`src/rtl/plane_scan_if.sv`:
```
// plane_scan_if: bundles the frame-memory, loader and plane-driver signals
// of the LED-cube plane scan sequencer.
// master = sequencer side, slave = memory/loader/driver side.
`timescale 1ns/1ps
interface plane_scan_if #(
   parameter int NUM_PLANES = 7,
   parameter int NUM_FRAMES = 7,
   parameter int WORD_WIDTH = 56,
   parameter int ADDR_WIDTH = 16
);
   localparam int FI_W = (NUM_FRAMES > 1) ? $clog2(NUM_FRAMES) : 1;

   logic                  frame_tick;
   logic [ADDR_WIDTH-1:0] rom_addr;
   logic [WORD_WIDTH-1:0] rom_data;
   logic [WORD_WIDTH-1:0] load_data;
   logic                  shift_start;
   logic                  shift_done;
   logic                  latch;
   logic [NUM_PLANES-1:0] plane_en;
   logic                  blank;
   logic [FI_W-1:0]       frame_index;

   modport master (
      input  frame_tick, rom_data, shift_done,
      output rom_addr, load_data, shift_start, latch, plane_en, blank, frame_index
   );

   modport slave (
      output frame_tick, rom_data, shift_done,
      input  rom_addr, load_data, shift_start, latch, plane_en, blank, frame_index
   );
endinterface

```
`src/rtl/plane_scan_sequencer.sv`:
```
// plane_scan_sequencer: walks the planes of the current frame, fetches one
// word per plane from synchronous frame memory, hands it to the shift loader,
// then blanks, latches and lights the plane for a fixed dwell. Frame advance
// requests are held until the plane-0 boundary so a frame never tears.
// Optional build macro: PLANE_SCAN_INVERT_EN stores ~rom_data into load_data
// (for sink-driven column hardware); undefined stores rom_data unchanged.
`timescale 1ns/1ps
module plane_scan_sequencer #(
   parameter int NUM_PLANES   = 7,
   parameter int NUM_FRAMES   = 7,
   parameter int WORD_WIDTH   = 56,
   parameter int ADDR_WIDTH   = 16,
   parameter int DWELL_CYCLES = 1000,
   parameter int BLANK_CYCLES = 4
) (
   input logic          clk,
   input logic          reset,
   plane_scan_if.master bus
);
   localparam int PI_W = (NUM_PLANES > 1) ? $clog2(NUM_PLANES) : 1;
   localparam int FI_W = (NUM_FRAMES > 1) ? $clog2(NUM_FRAMES) : 1;
   localparam int DW_W = $clog2(DWELL_CYCLES) + 1;
   localparam int BL_W = $clog2(BLANK_CYCLES) + 1;

   typedef enum logic [2:0] {
      FETCH_A = 3'd0,
      FETCH_B = 3'd1,
      SHIFT   = 3'd2,
      BLANK   = 3'd3,
      LATCH   = 3'd4,
      DWELL   = 3'd5
   } state_t;

   state_t                state_reg, state_next;
   logic [PI_W-1:0]       plane_index_reg, plane_index_next;
   logic [FI_W-1:0]       frame_index_reg, frame_index_next;
   logic                  pending_reg, pending_next;
   logic [WORD_WIDTH-1:0] load_data_reg, load_data_next;
   logic                  shift_start_reg, shift_start_next;
   logic [NUM_PLANES-1:0] plane_en_reg, plane_en_next;
   logic [DW_W-1:0]       dwell_cnt_reg, dwell_cnt_next;
   logic [BL_W-1:0]       blank_cnt_reg, blank_cnt_next;
   logic [NUM_PLANES-1:0] plane_onehot;
   logic [WORD_WIDTH-1:0] capture_word;
   logic                  advance_req;

   // One-hot decode of the current plane, used when the plane is lit.
   generate
      for (genvar gi = 0; gi < NUM_PLANES; gi++) begin : g_onehot
         assign plane_onehot[gi] = (plane_index_reg == PI_W'(gi));
      end
   endgenerate

   // Word polarity at capture time.
`ifdef PLANE_SCAN_INVERT_EN
   assign capture_word = ~bus.rom_data;
`else
   assign capture_word = bus.rom_data;
`endif

   // A tick arriving on the wrap cycle itself is honoured at that wrap.
   assign advance_req = pending_reg | bus.frame_tick;

   // Address tracks the registered indices; it is already valid in FETCH_A.
   assign bus.rom_addr    = ADDR_WIDTH'(frame_index_reg) * ADDR_WIDTH'(NUM_PLANES)
                          + ADDR_WIDTH'(plane_index_reg);
   assign bus.load_data   = load_data_reg;
   assign bus.shift_start = shift_start_reg;
   assign bus.latch       = (state_reg == LATCH);
   assign bus.plane_en    = plane_en_reg;
   assign bus.blank       = ~|plane_en_reg;
   assign bus.frame_index = frame_index_reg;

   // State and datapath registers with synchronous reset.
   always_ff @(posedge clk) begin
      if (reset) begin
         state_reg       <= FETCH_A;
         plane_index_reg <= '0;
         frame_index_reg <= '0;
         pending_reg     <= 1'b0;
         load_data_reg   <= '0;
         shift_start_reg <= 1'b0;
         plane_en_reg    <= '0;
         dwell_cnt_reg   <= '0;
         blank_cnt_reg   <= '0;
      end else begin
         state_reg       <= state_next;
         plane_index_reg <= plane_index_next;
         frame_index_reg <= frame_index_next;
         pending_reg     <= pending_next;
         load_data_reg   <= load_data_next;
         shift_start_reg <= shift_start_next;
         plane_en_reg    <= plane_en_next;
         dwell_cnt_reg   <= dwell_cnt_next;
         blank_cnt_reg   <= blank_cnt_next;
      end
   end

   // Next-state logic: fetch, shift, blank, latch, dwell; the previous plane
   // stays lit until the shift completes so shifting overlaps display time.
   always_comb begin
      state_next       = state_reg;
      plane_index_next = plane_index_reg;
      frame_index_next = frame_index_reg;
      pending_next     = advance_req;
      load_data_next   = load_data_reg;
      shift_start_next = 1'b0;
      plane_en_next    = plane_en_reg;
      dwell_cnt_next   = dwell_cnt_reg;
      blank_cnt_next   = blank_cnt_reg;

      case (state_reg)
         FETCH_A: begin
            state_next = FETCH_B;
         end
         FETCH_B: begin
            load_data_next   = capture_word;
            shift_start_next = 1'b1;
            state_next       = SHIFT;
         end
         SHIFT: begin
            if (bus.shift_done) begin
               state_next     = BLANK;
               plane_en_next  = '0;
               blank_cnt_next = '0;
            end
         end
         BLANK: begin
            if (blank_cnt_reg == BL_W'(BLANK_CYCLES - 1)) begin
               state_next = LATCH;
            end else begin
               blank_cnt_next = blank_cnt_reg + BL_W'(1);
            end
         end
         LATCH: begin
            state_next     = DWELL;
            plane_en_next  = plane_onehot;
            dwell_cnt_next = '0;
         end
         DWELL: begin
            if (dwell_cnt_reg == DW_W'(DWELL_CYCLES - 1)) begin
               state_next = FETCH_A;
               if (plane_index_reg == PI_W'(NUM_PLANES - 1)) begin
                  plane_index_next = '0;
                  if (advance_req) begin
                     pending_next = 1'b0;
                     if (frame_index_reg == FI_W'(NUM_FRAMES - 1)) begin
                        frame_index_next = '0;
                     end else begin
                        frame_index_next = frame_index_reg + FI_W'(1);
                     end
                  end
               end else begin
                  plane_index_next = plane_index_reg + PI_W'(1);
               end
            end else begin
               dwell_cnt_next = dwell_cnt_reg + DW_W'(1);
            end
         end
         default: begin
            state_next = FETCH_A;
         end
      endcase
   end
endmodule

```
`src/flat_wrapper.sv`:
```
// flat-port wrapper written by rule: the top's interface ports become plain ports
module plane_scan_sequencer_flat 
#(
   parameter int NUM_PLANES   = 7,
   parameter int NUM_FRAMES   = 7,
   parameter int WORD_WIDTH   = 56,
   parameter int ADDR_WIDTH   = 16,
   parameter int DWELL_CYCLES = 1000,
   parameter int BLANK_CYCLES = 4
)
  (clk, reset, bus_frame_tick, bus_rom_data, bus_shift_done, bus_rom_addr, bus_load_data, bus_shift_start, bus_latch, bus_plane_en, bus_blank, bus_frame_index);
  plane_scan_if #(.NUM_PLANES(NUM_PLANES), .NUM_FRAMES(NUM_FRAMES), .WORD_WIDTH(WORD_WIDTH), .ADDR_WIDTH(ADDR_WIDTH)) bus_i ();
  input logic clk;
  input logic reset;
  input wire logic [$bits(bus_i.frame_tick)-1:0] bus_frame_tick;
  input wire logic [$bits(bus_i.rom_data)-1:0] bus_rom_data;
  input wire logic [$bits(bus_i.shift_done)-1:0] bus_shift_done;
  output wire logic [$bits(bus_i.rom_addr)-1:0] bus_rom_addr;
  output wire logic [$bits(bus_i.load_data)-1:0] bus_load_data;
  output wire logic [$bits(bus_i.shift_start)-1:0] bus_shift_start;
  output wire logic [$bits(bus_i.latch)-1:0] bus_latch;
  output wire logic [$bits(bus_i.plane_en)-1:0] bus_plane_en;
  output wire logic [$bits(bus_i.blank)-1:0] bus_blank;
  output wire logic [$bits(bus_i.frame_index)-1:0] bus_frame_index;
  assign bus_i.frame_tick = bus_frame_tick;
  assign bus_i.rom_data = bus_rom_data;
  assign bus_i.shift_done = bus_shift_done;
  assign bus_rom_addr = bus_i.rom_addr;
  assign bus_load_data = bus_i.load_data;
  assign bus_shift_start = bus_i.shift_start;
  assign bus_latch = bus_i.latch;
  assign bus_plane_en = bus_i.plane_en;
  assign bus_blank = bus_i.blank;
  assign bus_frame_index = bus_i.frame_index;
  plane_scan_sequencer #(.NUM_PLANES(NUM_PLANES), .NUM_FRAMES(NUM_FRAMES), .WORD_WIDTH(WORD_WIDTH), .ADDR_WIDTH(ADDR_WIDTH), .DWELL_CYCLES(DWELL_CYCLES), .BLANK_CYCLES(BLANK_CYCLES)) u_core (.clk(clk), .reset(reset), .bus(bus_i));
endmodule
```
`config.mk`:
```
export PLATFORM = sky130hd
export DESIGN_NAME = plane_scan_sequencer_flat
export DESIGN_NICKNAME = d
export VERILOG_FILES = /design/src/rtl/plane_scan_if.sv /design/src/rtl/plane_scan_sequencer.sv /design/src/flat_wrapper.sv
export SDC_FILE = /design/constraint.sdc
export NUM_CORES = 1
export LEC_CHECK = 0
export ABC_CLOCK_PERIOD_IN_PS = 7150
export BUFFER_PORTS_ARGS = -buffer_cell sky130_fd_sc_hd__buf_2
export CORE_UTILIZATION = 48
export CTS_CLUSTER_DIAMETER = 100
export DETAILED_ROUTE_END_ITERATION = 10
export HOLD_SLACK_MARGIN = 0.02
export PLACE_DENSITY_LB_ADDON = 0.05
export SYNTH_ARGS = -nofsm -noshare
export SYNTH_HDL_FRONTEND = slang
export SYNTH_SLANG_ARGS = --single-unit
```
`constraint.sdc`:
```
create_clock -name clk -period 7.15 [get_ports clk]
set_input_delay 0.3575 -clock clk [delete_from_list [all_inputs] [get_ports clk]]
set_output_delay 0.3575 -clock clk [all_outputs]
set_load 0.01 [all_outputs]
```
== After elaboration in Yosys (flattened, before gate mapping) ==
Index checks and enable logic that the tools add are counted.
Storage, ports and cells
  register bits after elaboration: 88
  bits of input ports: 60
  word-level logic and storage cells: 65
Operators by class
  add/subtract/negate cells: 5
  multiply operators: 1
  equality and inequality tests: 19
  multiplexer cells: 17
  bitwise gates (word level): 1
  reduce and logical (&&, ||, !) cells: 13
Operators with widths (number)
  $pmux 11 s2: 1
  $mux 3: 7
  $eq 3x3->1 const B: 6
  $pmux 3 s6: 1
  $eq 3x2->1 const B: 5
  $pmux 7 s2: 1
  $add 11x1->11 const B: 1
  $eq 11x10->1 const B: 1
  $mux 11: 1
  $add 3x1->3 const B: 3
  $add 6x3->7: 1
  $mux 7: 1
  $reduce_or 7->1: 1
  $eq 3x1->1 const B: 2
  $logic_not 3->1: 2
  $mul 3x3->6 const B: 1
  $ne 2x2->1 const B: 3
  $pmux 3 s2: 1
  $reduce_and 2->1: 3
  $reduce_and 3->1: 2
  $reduce_bool 2->1: 3
  $mux 1: 4
  $ne 2x1->1 const B: 2
  $reduce_and 4->1: 1
  2 further kinds: 2

== Depth between registers and ports, before layout ==
Gate-level depths: netlist of the first run.
  word-level depth: 4
  gate-level depth with buffers: 9
  gate-level depth less buffers: 9

== Worst setup path before layout of the first run ==
OpenSTA, ideal clock, no wires.
  path kind: register -> output
  start: register u_core.frame_index_reg[1], in the netlist u_core.bus.frame_index[1]
  end: output bus_rom_addr[5]
  arrival: 2451 ps
  data required time: 6793 ps
  slack: 4342 ps
  cell stages (with the launch flop): 7
  path buffers: 0
  cells stage by stage: dfxtp_1 > fa_1 > fa_1 > fa_1 > a21o_1 > a21oi_1 > xnor2_1
On the way
  word-level cells in the longest chain between the ends: 2
Ends and longest elaborated chain
  start, declared: line plane_scan_sequencer.sv:36  | logic [FI_W-1:0] frame_index_reg, frame_index_next;
  start signal, assigned: line plane_scan_sequencer.sv:89  | frame_index_reg <= frame_index_next;
  $mul 3x3->6: line plane_scan_sequencer.sv:65  | assign bus.rom_addr = ADDR_WIDTH'(frame_index_reg) * ADDR_WIDTH'(NUM_PLANES)
  $add 6x3->7: line plane_scan_sequencer.sv:66  | + ADDR_WIDTH'(plane_index_reg);
  end, declared: line flat_wrapper.sv:18  | output wire logic [$bits(bus_i.rom_addr)-1:0] bus_rom_addr;
Every way passes these cells.

== Worst setup path after layout of the first run ==
  start: register u_core.frame_index_reg[2], in the netlist u_core.bus.frame_index[2]
  end: output bus_rom_addr[5]
Same word-level chain as after synthesis.

==> results of run 1 <==
-- Yosys cell counts (all sizes together) --
cell type  count
xor2           2
nor3b          1
a21oi         77
a31oi          4
or4            3
o21a           1
and2           3
clkbuf        24
dfxtp         88
ha            15
nor2b          7
a2111o         2
nand3b         4
fa             4
nor4b          1
nor2          18
nor3           6
inv            7
a41oi          3
a21o           3
a22oi          2
nor4           3
o221ai         1
a32oi          5
or4b           1
and4           2
nand4          6
nand2b         3
and3           3
a211oi         2
conb           1
or3            6
o31ai          1
xnor2          2
and3b          1
buf           17
o21ai         13
nand4bb        1
mux2i          2
nand2        124
nand3          6
-- area by class of cell --
cell class              instances  area, um2  share of cell area, %
clock inverters                 7        119                   2.49
inverters                       7       26.3                  0.550
repair buffers                136        683                   14.3
clock buffers                   9        124                   2.60
well taps                     102        128                   2.67
multi-input cells             347       1930                   40.5
flip-flops and latches         88       1760                   36.9
-- stage by stage --
stage,setup slack [ns],std cells
final,3.84,696
after global routing,3.65,696
after CTS,3.82,696
after detailed placement,4.21,680
after global placement,4.26,680
after floorplan,4.34,483
-- power by group --
| part | leakage (uW) | total [uW] | internal [uW] | switching, uW |
|---|---|---|---|---|
| combinational | 0.00133 | 115 | 44.5 | 70.3 |
| clock | 0.000116 | 411 | 233 | 178 |
| sequential | 0.000717 | 528 | 513 | 14.7 |
| total | 0.00217 | 1050 | 791 | 263 |
-- how the worst max path moves through the flow --
stage	startpoint	to	slack, ns	cells past startpoint
2_1_floorplan	u_core.bus.frame_index[1]$_SDFFE_PP0P_	bus_rom_addr[5]	4.34	6
3_3_place_gp	u_core.bus.frame_index[1]$_SDFFE_PP0P_	bus_rom_addr[5]	4.26	7
3_5_place_dp	u_core.bus.frame_index[2]$_SDFFE_PP0P_	bus_rom_addr[5]	4.21	7
4_1_cts	u_core.bus.frame_index[2]$_SDFFE_PP0P_	bus_rom_addr[5]	3.82	7
5_1_grt	u_core.bus.frame_index[2]$_SDFFE_PP0P_	bus_rom_addr[5]	3.65	7
6_report	u_core.bus.frame_index[2]$_SDFFE_PP0P_	bus_rom_addr[5]	3.84	7
-- routing by layer --
layer	vias to the layer above	track usage [%]	routed length (um)
met5	-	0	0
met4	0	7.03	99
met3	7	7.05	728
met2	108	33.7	4060
met1	1616	27.6	4060
li1	1829	-	-
-- worst max-delay path, delay by kind of cell, from the launching register on --
kind	cells	cell delay (ns)
flip-flops	1	0.51
XOR/XNOR	1	0.13
adder cells (fa/ha/maj)	3	1.47
buffers and inverters	1	0.14
AO/OA/AOI/OAI	2	0.38
-- logic make-up after synthesis --
group / Yosys count
AND/OR/NAND/NOR: 199
AO/OA/AOI/OAI: 114
flip-flops: 88
buffers and inverters: 48
adder cells (fa/ha/maj): 19
XOR/XNOR: 4
multiplexers: 2
other: 1
==> metrics.txt, run 1 <==
Worst Setup Start Kind flop; Min Hold Slack 0.237 ns; most frequent cells in the layout 135 x buf_2, 123 x nand2_1, 88 x dfxtp_1, 77 x a21oi_1, 18 x nor2_1; reg2reg start u_core.state_reg[0]$_SDFFE_PP0P_; Post-Synth XOR/XNOR Area less than 1%; Post-Synth Simple-Gate Area 23.8%; DR iter-0 viols 184; TritonRoute pass-1 iters 4; Clock Sinks between 80 and 90; post-synthesis adder-cell area fraction 6.88%; vias in the first global route approximately 3,100; CTS tree yes; Synth Area in Compound Gates 16.5%; CP arrival 2.95 ns; H-Tree Depth 3; row count 32; Resize count post-CTS 0; Critical Path, Cell by Cell fa_1 > fa_1 > fa_1 > a21o_1 > a21oi_1 > xnor2_1 > buf_2; Pleak 0.00217 uW; Post-Route WL about 9000 um; Reg clk slew, reported paths 0.09 ns; min-delay worst type in2reg; classification of the worst setup path reg2out; Cell Area, Placed between 0.004 and 0.005 mm2; Die Y 92.1 um; final design utilization 61.5%; Worst R2R Path Depth 4; largest net degree at the start of global routing slightly below 90; max reg flops 56; routed wire length per instance around 13 um; Initial Util 50.1%; worst slew pin tran 1.04 ns; Fill cells 727; layout cell share with drive strength beyond 1 a little over a quarter; core footprint approximately 0.008 mm2; multiplexer share of the synthesized area 0.514%; setup bufs post-CTS 0; worst reg-to-reg setup slack 4.68 ns; Final Power 1050 uW; worst vdd ir 0.000122 V; Distinct cells, synth 47; Sum Neg Setup Slack 0 ns; Seq/Total Area, Yosys 45.2%; synth warn 0; Top cell by count, worst path fa_1; Slowest-stage cell, CP dfxtp_1; Final Net Count 668; Via-to-Cell Ratio 5.11; Worst Setup End Kind output pin; Critical Path RT 6.79 ns; Layout Area Growth over Synthesis 22.6%; min-delay src bus_rom_data[16]; worst hold stages 3; setup violators final 0; RePlAce Congestion 0.825; Worst slew margin between 30% and 40%; final instance area 0.00477 mm2; Setup Skew 0.00599 ns; r2r endpoint u_core.bus.frame_index[2]$_SDFFE_PP0P_; first-pass GRT wire length 14,600 um; CP peak stage delay 0.51 ns; Post-DP HPWL slightly above 6000 um; pwr/cell area 221 mW/mm2; DRT antenna net count 0; Mapped Area 0.00389 mm2; RSZ-0062 raised after global routing no; Max Slew Vio Count 0; initial antenna violation count 0; max-cap viol count 0; post-synth top area share a little under half; Yosys reg bits 88; synthesized instance count 475; Vias 3,560; cts-stage hold buffer count 0; syn_area_per_cell 8.20 um2; end point of the worst hold path u_core.bus.load_data[16]$_SDFFE_PP0P_; synth top area cells dfxtp_1 45%, nand2_1 12%, a21oi_1 9.9%, ha_1 4.8%, clkbuf_1 2.2%; die area 0.00848 mm2; crit share post-route a little under half; critical-path maximum fanout 9; clk buf depth 2; status complete, no violations; Final min period 3.31 ns; fmax 0.302 GHz; CTS buffer count 9; Ports 145; Clock Latency Late Sink around 0.34 ns; main combinational cell family by area after synthesis simple AND/OR/NAND/NOR gates; Port Buffers about 140; commonest non-fill, non-tap cell in the layout buf_2; width of the die about 92 um; All-Layer GR Usage a little over a fifth; gr ovfl total 0; post-synth top area cell dfxtp_1; Ant. Diodes 0; Clock Tree Root clkbuf_8; final hold vios 0; DRC 0
Note: power is estimated with default switching activity, not from simulation.
==> run 2: changes to the inputs <==
--- a/config.mk
+++ b/config.mk
@@ -5,9 +5,9 @@
 export SDC_FILE = /design/constraint.sdc
 export NUM_CORES = 1
 export LEC_CHECK = 0
-export ABC_CLOCK_PERIOD_IN_PS = 7150
+export ABC_CLOCK_PERIOD_IN_PS = 3000
 export BUFFER_PORTS_ARGS = -buffer_cell sky130_fd_sc_hd__buf_2
-export CORE_UTILIZATION = 48
+export CORE_UTILIZATION = 44
 export CTS_CLUSTER_DIAMETER = 100
 export DETAILED_ROUTE_END_ITERATION = 10
 export HOLD_SLACK_MARGIN = 0.02
==> constraint.sdc (replaced) <==
create_clock -name clk -period 3 [get_ports clk]
set_input_delay 0.15 -clock clk [delete_from_list [all_inputs] [get_ports clk]]
set_output_delay 0.15 -clock clk [all_outputs]
set_load 0.01 [all_outputs]
==> run 2 against run 1 <==
Net effect:
- final cell count is 6.9% higher
- worst setup slack lost 3.7 ns
- die area grew 8.9%
- sequential share of layout area down 2.9 points
- flip-flop and latch count stayed put
- routed wire length increased by 10%
- clock power increased by 98%
- critical endpoint is now bus_rom_addr[6]
- highest routed layer unchanged
==> metrics.txt, run 2 (synthesis results as in run 1) <==
status complete, no violations; pwr/cell area 460 mW/mm2 (+110%); Slowest-stage cell, CP fa_2; max reg flops 56 (unchanged); All-Layer GR Usage 21.0% (-0.36 points); cell family with most CP delay adder cells; fmax approximately 0.34 GHz; most frequent cells in the layout 135 x buf_2, 123 x nand2_1, 85 x dfxtp_1, 75 x a21oi_1, 38 x dlygate4sd3_1; area of the multi-input gates 0.00196 mm2 (+1.4%); Critical Path RT 2.85 ns (-3.94 ns); Post-Layout Cell Count 744 (+6.9%); CTS buffer count 9 (unchanged); post-route setup slack 0.0943 ns (-3.75 ns); DRT antenna net count 0 (unchanged); CP arrival 2.76 ns (-0.19 ns); Port Buffers 135 (unchanged); grt peak-use layer met2; Max Slew Vio Count 0 (unchanged); clk buf depth 2 (unchanged); layout cell share with drive strength beyond 1 27.5% (+0.61 points); DRC 0 (unchanged); min-delay worst type in2reg; Sum Neg Setup Slack 0 ns (unchanged); core footprint 0.00838 mm2 (+7.9%); Post-DP HPWL 6390 um (+4.6%); final instance area 0.00521 mm2 (+9.1%); Clock Tree Root clkbuf_8; Ports 145 (unchanged); vias in the first global route 3,197 (+3.6%); width of the die 96.1 um (+4.4%); Reg clk slew, reported paths 0.09 ns (about the same); routed wire length per instance 13.3 um (+3.0%); initial antenna violation count 0 (unchanged); worst vdd ir 0.000335 V (+170%); Cell Area, Placed 0.00457 mm2 (+0.91%); dpl ws 0.192 ns (-4.02 ns); Post-Route WL 9860 um (+10%); TritonRoute pass-1 iters 4 (unchanged); CP peak stage delay 0.60 ns (+0.09 ns); worst slew pin tran 0.899 ns (-0.139 ns); RePlAce Congestion 0.786 (-4.8%); Placed Instances 688 (+1.2%); M3 GR Usage 6.48% (-0.57 points); first-pass GRT wire length 15,100 um (+3.4%); Worst Setup End Kind output pin; Final min period a little under 3 ns; Via-to-Cell Ratio 5.02 (-1.8%); commonest non-fill, non-tap cell in the layout buf_2; row count 33 (+3.1%); Final Net Count 714 (+6.9%); max-cap viol count 0 (unchanged); crit share post-route a little over nine tenths; Vias 3,736 (+4.9%); H-Tree Depth 3 (unchanged); met2 Track Usage GR 33.5% (-0.20 points); total area of sequential cells 0.00177 mm2 (+0.64%); classification of the worst setup path reg2out; CTS tree yes; CP bufs+invs 1 (unchanged); setup violators final 0 (unchanged); Fill cells 772 (+6.2%); Critical Path, Cell by Cell fa_1 > fa_2 > ha_4 > a21o_1 > a21oi_2 > nor2b_1 > o21a_1 > buf_2; Initial Util 46.5% (-3.7 points); Die Y 96.1 um (+4.4%); Clock Sinks 88 (unchanged); Worst Setup Start Kind flop; largest net degree at the start of global routing 89 (unchanged); M1 GR Usage 26.9% (-0.65 points); critical-path maximum fanout 3 (-6); final hold vios 0 (unchanged); Clock Latency Late Sink 0.35 ns (about the same); RSZ-0062 raised after global routing yes; Worst slew margin 40.0% (+9.5 points); Pleak 0.00234 uW (+7.9%); die area 0.00923 mm2 (+8.9%); Ant. Diodes 0 (unchanged); DR iter-0 viols 153 (-17%); gr ovfl total 0 (unchanged); Layout Area Growth over Synthesis 33.7%; Setup Skew 0.00645 ns (+0.000463 ns)
==> run 2: routing by layer <==
layer / wire length, um / part of all wire [%] / vias up
met4: 80 / 0.81 / 0
met5: 0 / 0 / -
met1: 4360 / 44 / 1701
met3: 668 / 6.8 / 7
met2: 4750 / 48 / 104
li1: - / - / 1924
==> run 2: worst min-delay path, cell delays in order <==
cell and delay [ns]:
buf_2 0.10, nand2_1 0.05, a21oi_1 0.05
==> run 2: cell type report <==
type	count	area share, %
clock buffers	9	2.38
multi-input cells	347	37.6
inverters	7	0.505
repair buffers	182	21.6
well taps	105	2.52
clock inverters	6	1.32
flip-flops and latches	88	34.1
==> run 2: final timing paths <==
path / slack (ns) / from / endpoint / cells past startpoint
worst max-delay path: 0.09 / u_core.bus.frame_index[1]$_SDFFE_PP0P_ / bus_rom_addr[6] / 8
worst min-delay path: 0.04 / bus_rom_data[50] / u_core.bus.load_data[50]$_SDFFE_PP0P_ / 3
worst max register to register: 0.78 / u_core.dwell_cnt_reg[1]$_SDFFE_PP0P_ / u_core.bus.frame_index[2]$_SDFFE_PP0P_ / 5
worst min register to register: 0.45 / u_core.bus.load_data[14]$_SDFFE_PP0P_ / u_core.bus.load_data[14]$_SDFFE_PP0P_ / 2
==> run 2: stage by stage <==
step,total power (uW),utilization (%),hold WS (ns)
finish,2390,62.1,0.0418
global route,2510,62.1,0.0232
CTS,2430,61.4,0.0203
detailed placement,1570,54.5,0.395
global placement,1570,54.5,0.390
floorplan,1450,-,0.286
==> run 2: repair_timing <==
item	CTS	global route
gates cloned	0	0
hold endpoints to repair	37	1
hold buffers	37	1
endpoints found under the setup margin	3	3
pin swaps	1	6
setup buffers	0	3
gates resized for setup	5	7
==> run 2: report_power, final <==
| part | internal, uW | switching (uW) | total [uW] |
|---|---|---|---|
| logic | 145 | 186 | 331 |
| clock network | 387 | 427 | 813 |
| registers | 1220 | 28.5 | 1250 |
| total | 1750 | 641 | 2390 |
==> run 3: changes to the inputs <==
--- a/config.mk
+++ b/config.mk
@@ -5,7 +5,7 @@
 export SDC_FILE = /design/constraint.sdc
 export NUM_CORES = 1
 export LEC_CHECK = 0
-export ABC_CLOCK_PERIOD_IN_PS = 3000
+export ABC_CLOCK_PERIOD_IN_PS = 2600
 export BUFFER_PORTS_ARGS = -buffer_cell sky130_fd_sc_hd__buf_2
 export CORE_UTILIZATION = 44
 export CTS_CLUSTER_DIAMETER = 100
==> constraint.sdc (replaced) <==
create_clock -name clk -period 2.6 [get_ports clk]
set_input_delay 0.13 -clock clk [delete_from_list [all_inputs] [get_ports clk]]
set_output_delay 0.13 -clock clk [all_outputs]
set_load 0.01 [all_outputs]
==> run 3 against run 2 <==
Net effect:
- the flow now finishes with violations (setup timing)
- routed wire length increased by 5.2%
- via count increased by 4.1%
- clock power increased by 6.6%
- core utilization increased by 2.2 points
- critical path depth unchanged
- register-to-register slack got worse by 0.39 ns
- final cell count increased by 3.0%
==> metrics.txt, run 3 (synthesis results as in run 1) <==
TritonRoute pass-1 iters 4 (unchanged); width of the die 96.1 um (unchanged); status complete, but fails checks; Worst Setup Start Kind flop; vias in the first global route 3,503 (+9.6%); CP bufs+invs 1 (unchanged); cell family with most CP delay adder cells; Ports 145 (unchanged); RSZ-0062 raised after global routing yes; core footprint 0.00838 mm2 (unchanged); min-delay worst type in2reg; die area 0.00923 mm2 (unchanged); max-cap viol count 0 (unchanged); critical-path maximum fanout 2 (-1); Post-DP HPWL 6410 um (+0.32%); first-pass GRT wire length 16,400 um (+8.6%); most frequent cells in the layout 135 x buf_2, 123 x nand2_1, 86 x dfxtp_1, 75 x a21oi_1, 56 x dlygate4sd3_1; final instance area 0.00539 mm2 (+3.5%); Fill cells 730 (-5.4%); clk buf depth 2 (unchanged); setup violators final 3 (+3); pwr/cell area 506 mW/mm2 (+10%); met1 wire length 4590 um (+5.3%); CP arrival 2.69 ns (-0.07 ns); Pleak 0.00243 uW (+3.9%); worst vdd ir 0.000315 V (-6.0%); commonest non-fill, non-tap cell in the layout buf_2; crit share post-route 108%; Layout Area Growth over Synthesis 38.4%; Final min period 2.82 ns; Top cell by count, worst path fa_1; RePlAce Congestion 0.790 (+0.46%); Reg clk slew, reported paths 0.09 ns (about the same); CTS buffer count 9 (unchanged); classification of the worst setup path reg2out; Worst Setup End Kind output pin; failing checks setup timing; initial antenna violation count 0 (unchanged); Die Y 96.1 um (unchanged); WL met2 4930 um (+3.8%); Clock Latency Late Sink 0.35 ns (about the same); Critical Path RT 2.47 ns (-0.38 ns); worst slew pin tran 0.687 ns (-0.212 ns); layout cell share with drive strength beyond 1 26.8% (-0.77 points); CTS tree yes; Sum Neg Setup Slack -0.492 ns (-0.492 ns); top routing layer used met4; Post-Route WL 10,400 um (+5.2%); Clock Sinks 88 (unchanged); Slowest-stage cell, CP fa_1; Setup Skew 0.00847 ns (+0.00202 ns); max reg flops 56 (unchanged); All-Layer GR Usage 22.8% (+1.8 points); Final Net Count 735 (+2.9%); DRT antenna net count 0 (unchanged); final hold vios 0 (unchanged); Vias 3,888 (+4.1%); largest net degree at the start of global routing 89 (unchanged); Via-to-Cell Ratio 5.08 (+1.1%); gr ovfl total 0 (unchanged); DR iter-0 viols 178 (+16%); Cell Area, Placed 0.00463 mm2 (+1.3%); DRC 0 (unchanged); Ant. Diodes 0 (unchanged); CP peak stage delay 0.55 ns (-0.05 ns); H-Tree Depth 3 (unchanged); Worst slew margin 54.0% (+14 points); Port Buffers 135 (unchanged); Max Slew Vio Count 0 (unchanged); fmax 0.354 GHz; routed wire length per instance 13.5 um (+2.2%); Initial Util 46.5% (unchanged); DR WL met3 633 um (-5.2%); Clock Tree Root clkbuf_8; Critical Path, Cell by Cell fa_1 > fa_1 > ha_1 > a21o_1 > a21oi_2 > nor2b_1 > o21a_1 > buf_2; row count 33 (unchanged); post-route setup slack -0.221 ns (-0.315 ns)
-- run 3: changes by cell type in the layout (fill, tap and decap cells not counted), sizes merged --
cell and delta:
inv -1, bufinv -1, dlygate4sd3 +18, clkinv +3, buf +3
-- run 3: where the power goes --
| group | switching (uW) | total, uW | internal (uW) |
|---|---|---|---|
| combinational | 225 | 411 | 186 |
| clock | 512 | 867 | 355 |
| sequential | 34.5 | 1450 | 1410 |
-- run 3: worst register-to-register path, delay by kind of cell, from the launching register on --
kind                     cells  cell delay, ns
flip-flops                   1            0.40
adder cells (fa/ha/maj)      1            0.25
AO/OA/AOI/OAI                1            0.15
AND/OR/NAND/NOR              3            1.35
-- run 3: worst paths after layout --
check	start	end	slack (ns)	cells after the start
max reg2reg	u_core.dwell_cnt_reg[1]$_SDFFE_PP0P_	u_core.bus.frame_index[2]$_SDFFE_PP0P_	0.39	5
max	u_core.bus.frame_index[2]$_SDFFE_PP0P_	bus_rom_addr[6]	-0.22	8
min	bus_frame_tick	u_core.pending_reg$_SDFF_PP0_	0.07	3
min reg2reg	u_core.bus.load_data[48]$_SDFFE_PP0P_	u_core.bus.load_data[48]$_SDFFE_PP0P_	0.46	2
-- run 3: layout make-up --
| type | instances | area [um2] | share of cell area, % |
|---|---|---|---|
| Multi-Input combinational cell | 347 | 1940 | 36.1 |
| Sequential cell | 88 | 1760 | 32.7 |
| Timing Repair Buffer | 203 | 1340 | 24.9 |
| Tap cell | 105 | 131 | 2.44 |
| Clock buffer | 9 | 124 | 2.30 |
| Clock inverter | 7 | 56.3 | 1.04 |
| Inverter | 7 | 26.3 | 0.488 |
-- run 3: timing repair --
action / CTS / global route
pin swaps: 9 / 3
resized for setup: 7 / 0
hold buffers: 56 / 0
endpoints found under the setup margin: 4 / 4
hold endpoints to repair: 56 / 0
setup buffers: 1 / 0
-- run 3: metal layers --
metal  up-vias  global-route usage [%]
li1       1972                       -
met1      1771                    29.1
met2       127                    36.8
met3        18                    5.61
met4         0                    9.20
met5         -                       0
-- run 3: stage by stage --
stage / instances / worst slack [ns] / hold WS [ns] / util [%] / total power (uW)
after floorplan: 483 / 0.0193 / 0.266 / - / 1680
after global placement: 694 / 0.0474 / 0.370 / 55.2 / 1810
after detailed placement: 694 / 0.0112 / 0.377 / 55.2 / 1820
after CTS: 766 / -0.229 / 0.0554 / 64.3 / 2750
after global routing: 766 / -0.334 / 0.104 / 64.3 / 2860
final: 766 / -0.221 / 0.0712 / 64.3 / 2720
